### config.mk
export PLATFORM = sky130hd
export DESIGN_NAME = fixed_power
export DESIGN_NICKNAME = d
export VERILOG_FILES = /design/src/rtl/fixed_power.sv
export SDC_FILE = /design/constraint.sdc
export NUM_CORES = 1
export LEC_CHECK = 0
export CAP_MARGIN = 20
export CORE_MARGIN = 2
export CORE_UTILIZATION = 40
export DETAILED_ROUTE_END_ITERATION = 8
export HOLD_SLACK_MARGIN = 0.08
export PLACE_DENSITY = 0.65
export SLEW_MARGIN = 20
export SYNTH_ARGS = -nofsm -noshare
export SYNTH_HDL_FRONTEND = slang
export SYNTH_SLANG_ARGS = --single-unit
### constraint.sdc
create_clock -name clk -period 7.3 [get_ports clk]
set_input_delay 0.73 -clock clk [delete_from_list [all_inputs] [get_ports clk]]
set_output_delay 0.73 -clock clk [all_outputs]
set_load 0.03 [all_outputs]
### src/rtl/fixed_power.sv
// -----------------------------------------------------------------------------
// fixed_power
//
// Iterative fixed-point power unit: out_data = in_data_1 ^ in_data_2.
// The base is unsigned Q(INT_W).(FRAC_W) and the exponent is an unsigned
// EXP_W-bit integer. One shared multiplier is used, one multiply per cycle.
// A product whose integer part does not fit saturates the result to all ones
// and raises out_ovf; the multiply loop exits early in that case.
//
// Ports
//   clk        clock, rising edge
//   rst_n      synchronous, active-low reset
//   in_valid   single-cycle request strobe, only sampled while idle
//   in_data_1  base, unsigned Q(INT_W).(FRAC_W)
//   in_data_2  exponent n, 0 .. 2^EXP_W-1
//   busy       high whenever a request is in flight
//   out_valid  single-cycle result strobe
//   out_data   result, zero while out_valid is low
//   out_ovf    saturation flag, zero while out_valid is low
// -----------------------------------------------------------------------------
module fixed_power #(
   parameter int INT_W  = 10,
   parameter int FRAC_W = 10,
   parameter int EXP_W  = 3
) (
   input  logic                    clk,
   input  logic                    rst_n,
   input  logic                    in_valid,
   input  logic [INT_W+FRAC_W-1:0] in_data_1,
   input  logic [EXP_W-1:0]        in_data_2,
   output logic                    busy,
   output logic                    out_valid,
   output logic [INT_W+FRAC_W-1:0] out_data,
   output logic                    out_ovf
);

   localparam int W  = INT_W + FRAC_W;
   localparam int PW = 2 * W;
   localparam int SW = PW - FRAC_W;   // width of the product after rescaling

   localparam logic [W-1:0] ONE = W'(1) << FRAC_W;

   typedef enum logic [1:0] {
      S_IDLE,
      S_MUL,
      S_OUT
   } state_t;

   state_t            state_q, state_d;
   logic [W-1:0]      base_q, base_d;
   logic [W-1:0]      acc_q, acc_d;
   logic [EXP_W-1:0]  n_q, n_d;
   logic [EXP_W-1:0]  count_q, count_d;
   logic              ovf_q, ovf_d;
   logic              out_stage_q, out_stage_d;
   logic              out_valid_q, out_valid_d;
   logic [W-1:0]      out_data_q, out_data_d;
   logic              out_ovf_q, out_ovf_d;

   // Product rescaled by 2^-FRAC_W (truncation toward zero). The upper INT_W
   // bits are the part that no longer fits the result format.
   logic [SW-1:0]     prod_scaled;
   logic [SW-W-1:0]   prod_excess;
   logic [W-1:0]      prod_keep;
   logic [EXP_W-1:0]  count_inc;

   assign prod_scaled = SW'((PW'(acc_q) * PW'(base_q)) >> FRAC_W);
   assign prod_excess = prod_scaled[SW-1:W];
   assign prod_keep   = prod_scaled[W-1:0];
   assign count_inc   = count_q + EXP_W'(1);

   always_comb begin
      state_d     = state_q;
      base_d      = base_q;
      acc_d       = acc_q;
      n_d         = n_q;
      count_d     = count_q;
      ovf_d       = ovf_q;
      out_stage_d = out_stage_q;
      out_valid_d = 1'b0;
      out_data_d  = '0;
      out_ovf_d   = 1'b0;

      unique case (state_q)
         S_IDLE: begin
            if (in_valid) begin
               base_d      = in_data_1;
               n_d         = in_data_2;
               ovf_d       = 1'b0;
               out_stage_d = 1'b0;
               count_d     = EXP_W'(1);
               if (in_data_2 == '0) begin
                  // 0^0 is defined as 1.0 like any other x^0
                  acc_d   = ONE;
                  state_d = S_OUT;
               end else if (in_data_2 == EXP_W'(1)) begin
                  acc_d   = in_data_1;
                  state_d = S_OUT;
               end else begin
                  acc_d   = in_data_1;
                  state_d = S_MUL;
               end
            end
         end

         S_MUL: begin
            if (prod_excess != '0) begin
               acc_d   = '1;
               ovf_d   = 1'b1;
               state_d = S_OUT;
            end else begin
               acc_d   = prod_keep;
               count_d = count_inc;
               if (count_inc == n_q) begin
                  state_d = S_OUT;
               end
            end
         end

         S_OUT: begin
            // First OUT cycle lets the final accumulator settle; the second
            // presents it on the registered output port and frees the unit.
            if (!out_stage_q) begin
               out_stage_d = 1'b1;
            end else begin
               out_stage_d = 1'b0;
               out_valid_d = 1'b1;
               out_data_d  = acc_q;
               out_ovf_d   = ovf_q;
               state_d     = S_IDLE;
            end
         end

         default: begin
            state_d = S_IDLE;
         end
      endcase
   end

   always_ff @(posedge clk) begin
      if (!rst_n) begin
         state_q     <= S_IDLE;
         base_q      <= '0;
         acc_q       <= '0;
         n_q         <= '0;
         count_q     <= '0;
         ovf_q       <= 1'b0;
         out_stage_q <= 1'b0;
         out_valid_q <= 1'b0;
         out_data_q  <= '0;
         out_ovf_q   <= 1'b0;
      end else begin
         state_q     <= state_d;
         base_q      <= base_d;
         acc_q       <= acc_d;
         n_q         <= n_d;
         count_q     <= count_d;
         ovf_q       <= ovf_d;
         out_stage_q <= out_stage_d;
         out_valid_q <= out_valid_d;
         out_data_q  <= out_data_d;
         out_ovf_q   <= out_ovf_d;
      end
   end

   assign busy      = (state_q != S_IDLE);
   assign out_valid = out_valid_q;
   assign out_data  = out_data_q;
   assign out_ovf   = out_ovf_q;

endmodule

==> impl_metrics.ini <==
[global_routing]
grt_usage_pct = 24.2
grt_antenna_before_repair = 0
grt_pass1_wl_um = 78600
grt_overflow = 0
grt_pass1_vias = 14574
grt_max_degree = 39

[critical_path]
cp_slowest_cell = fa_1
start_kind = flop
worst_path_most_repeated_cell = fa_1
slowest_delay_ns = 0.58
cp-startpoint = acc_q[9]
endpoint_kind = flop
critical_path_class = reg2reg
crit_arrival_ns = 7.66
required_ns = 7.56
r2r_start = acc_q[9]
cp_max_fo = 8

[routing]
antenna_left = 0
drc = 0
drt_wl_total_um = 48100
drtIter0Drc = 997
first_pass_iters = 6
vias = 13306
wl_per_cell_um = 18.7
via_per_inst = 5.16

[floorplanning]
start_util_pct = 40.4
io_pins = 49
die_y_um = 207
core_area_mm2 = 0.0407
die_w_um = 207
rows = 74
dieArea_mm2 = 0.0428

[place]
io_buffers = 48
dp_hpwl_um = 39400
place.gp.congestion = 0.942
dp.cells = 2551

[power_and_ir_drop]
powerDensity_mw_per_mm2 = 233
power_switching_uw = 2320
intPower_uw = 2180
p_comb_share_pct = 75.6
total_power_uw = 4500
p_leak_uw = 0.00964
pwr-share-clk_pct = 10.4
pwr-share-seq_pct = 13.9
p_sw_share_pct = 51.6
vdd_drop_max_v = 0.000192

[min_path]
hp-start = n_q[1]
holdCritPathClass = reg2reg

[sta]
fin_crit_sh_pct = 101
fin_tns_setup_ns = -0.996
tightest_slew_ns = 1.11
grt_setup_unrepaired = yes
setup_viol = 24
fin_skew_ns = 0.0133
fmax_mhz = 135
period_minus_slack_ns = 7.40
holdWs_ns = 0.479
slew_viol_final = 0
setup_slack_ns = -0.0991
hold_viol_final = 0
slew_headroom_pct = 26.0

[finish]
utilization_pct = 47.4
diodes = 0
final_cells = 2577
syn_to_final_growth_pct = 17.1
num-fill-cells = 3901
drive_above_1_share_pct = 14.3
fin_nets = 2535

[run_status]
outcome = finished, violations left
violations = negative setup slack

[clocking]
cts_max_path_buffers = 2
tritoncts = done
clock_latency_ns = 0.37
postCtsHoldBufs = 0
cts.sinks = 72
cts_root_buffer = clkbuf_16
tritoncts.num_buffers = 9
cts.clk_slew.worst_paths_ns = 0.07
h-tree-depth = 3

[yosys]
synth.most_common_cell = inv_1
ys.flop_type = dfxtp_1
synth_edf_count = 0
ys_types = 61
yosys.area.top_type = fa_1
synth.top_cell.area_share_pct = 38.8
avgSynthCellArea_um2 = 8.60
syn_nets = 2411
ys_seq_area_share_pct = 8.75
synthTopCellsByArea = fa_1, ha_1, and2_1
synthArstFlopShare_pct = 0
syn_inst = 1917
ys_top_cells_by_count = inv_1, fa_1, and2_1, nand2_1, ha_1
ys_seq_elements = 72
netlist_area_mm2 = 0.0165
yosys_warnings = 0

[run]
drv_cap = 0
[worst max-delay path: cells and delay by family (launching register included)]
family | cells | cell delay, ns
compound gates | 6 | 1.32
xor+xnor | 1 | 0.17
fa+ha+maj | 8 | 3.80
buf+inv | 7 | 0.71
flops | 1 | 0.37
simple gates | 4 | 0.90
[sequential cells by signal, summed over array words and instances, names as in the netlist]
register	flops
acc_q	20
base_q	20
count_q	3
n_q	3
out_data	20
out_ovf	1
out_stage_q	1
out_valid	1
ovf_q	1
state_q	2
[power groups by stage]
stage,combinational [uW],sequential (uW),clock (uW)
finish,3410,628,469
global route,3750,641,492
CTS,3330,617,481
detailed placement,3100,617,0
global placement,3070,611,0
floorplan,1910,509,0
[metrics by stage]
step	setup slack, ns	cell area, um^2
floorplan	0.223	16500
global placement	-0.187	18500
detailed placement	-0.271	18500
CTS	-0.0870	19200
global route	-0.351	19300
finish	-0.0991	19300
[what timing repair did]
| item | 4_1_cts | 5_1_grt |
|---|---|---|
| gates resized for setup | 73 | 48 |
| gates cloned | 2 | 0 |
| setup endpoints to repair | 26 | 26 |
| pin swaps | 11 | 39 |
| buffers inserted | 4 | 7 |
[layer usage]
layer  track usage, %  routed length [um]
met1             31.7               20400
met4             7.88                1550
met5                0                   0
met2             40.3               23400
met3             4.58                2770
[cells in the final DEF, fill, tap and decap left out, drive strengths merged, types with 5 or more instances in the layout]
| cell type | instances |
|---|---|
| clkdlybuf4s50 | 48 |
| o21a | 6 |
| nor3 | 13 |
| and2 | 275 |
| clkbuf | 12 |
| nand3 | 8 |
| nand2 | 265 |
| nand4 | 20 |
| o21ai | 55 |
| a21oi | 68 |
| a21boi | 25 |
| nor2b | 6 |
| nor2 | 55 |
| xor2 | 11 |
| xnor2 | 20 |
| o31ai | 7 |
| nor4 | 5 |
| fa | 319 |
| buf | 181 |
| o211ai | 6 |
| a21o | 5 |
| dfxtp | 72 |
| ha | 149 |
| inv | 354 |
[worst paths after layout]
| path | endpoint | slack [ns] | depth (start not counted) |
|---|---|---|---|
| hold reg to reg | n_q[1] | 0.48 | 2 |
| setup / recovery | state_q[1] | -0.1 | 26 |
| hold / removal | n_q[1] | 0.48 | 2 |
| setup reg to reg | state_q[1] | -0.1 | 26 |
[cell type report]
| type | count | area [um^2] | share of cell area, % |
|---|---|---|---|
| inverter | 354 | 1330 | 6.89 |
| sequential | 72 | 1500 | 7.79 |
| tap | 532 | 666 | 3.45 |
| multi-input combinational | 1373 | 13500 | 70.1 |
| timing repair buffer | 231 | 1980 | 10.3 |
| clock buffer | 10 | 229 | 1.19 |
| clock inverter | 5 | 58.8 | 0.305 |
[logic make-up after synthesis]
family          count (synthesis)  share of synthesized area, %
buf+inv                       472                          10.9
flops                          72                          8.75
mux                             3                         0.182
compound gates                208                          8.18
simple gates                  663                          20.3
fa+ha+maj                     468                          50.1
xor+xnor                       31                          1.65
(Power assumes the default switching activity.)
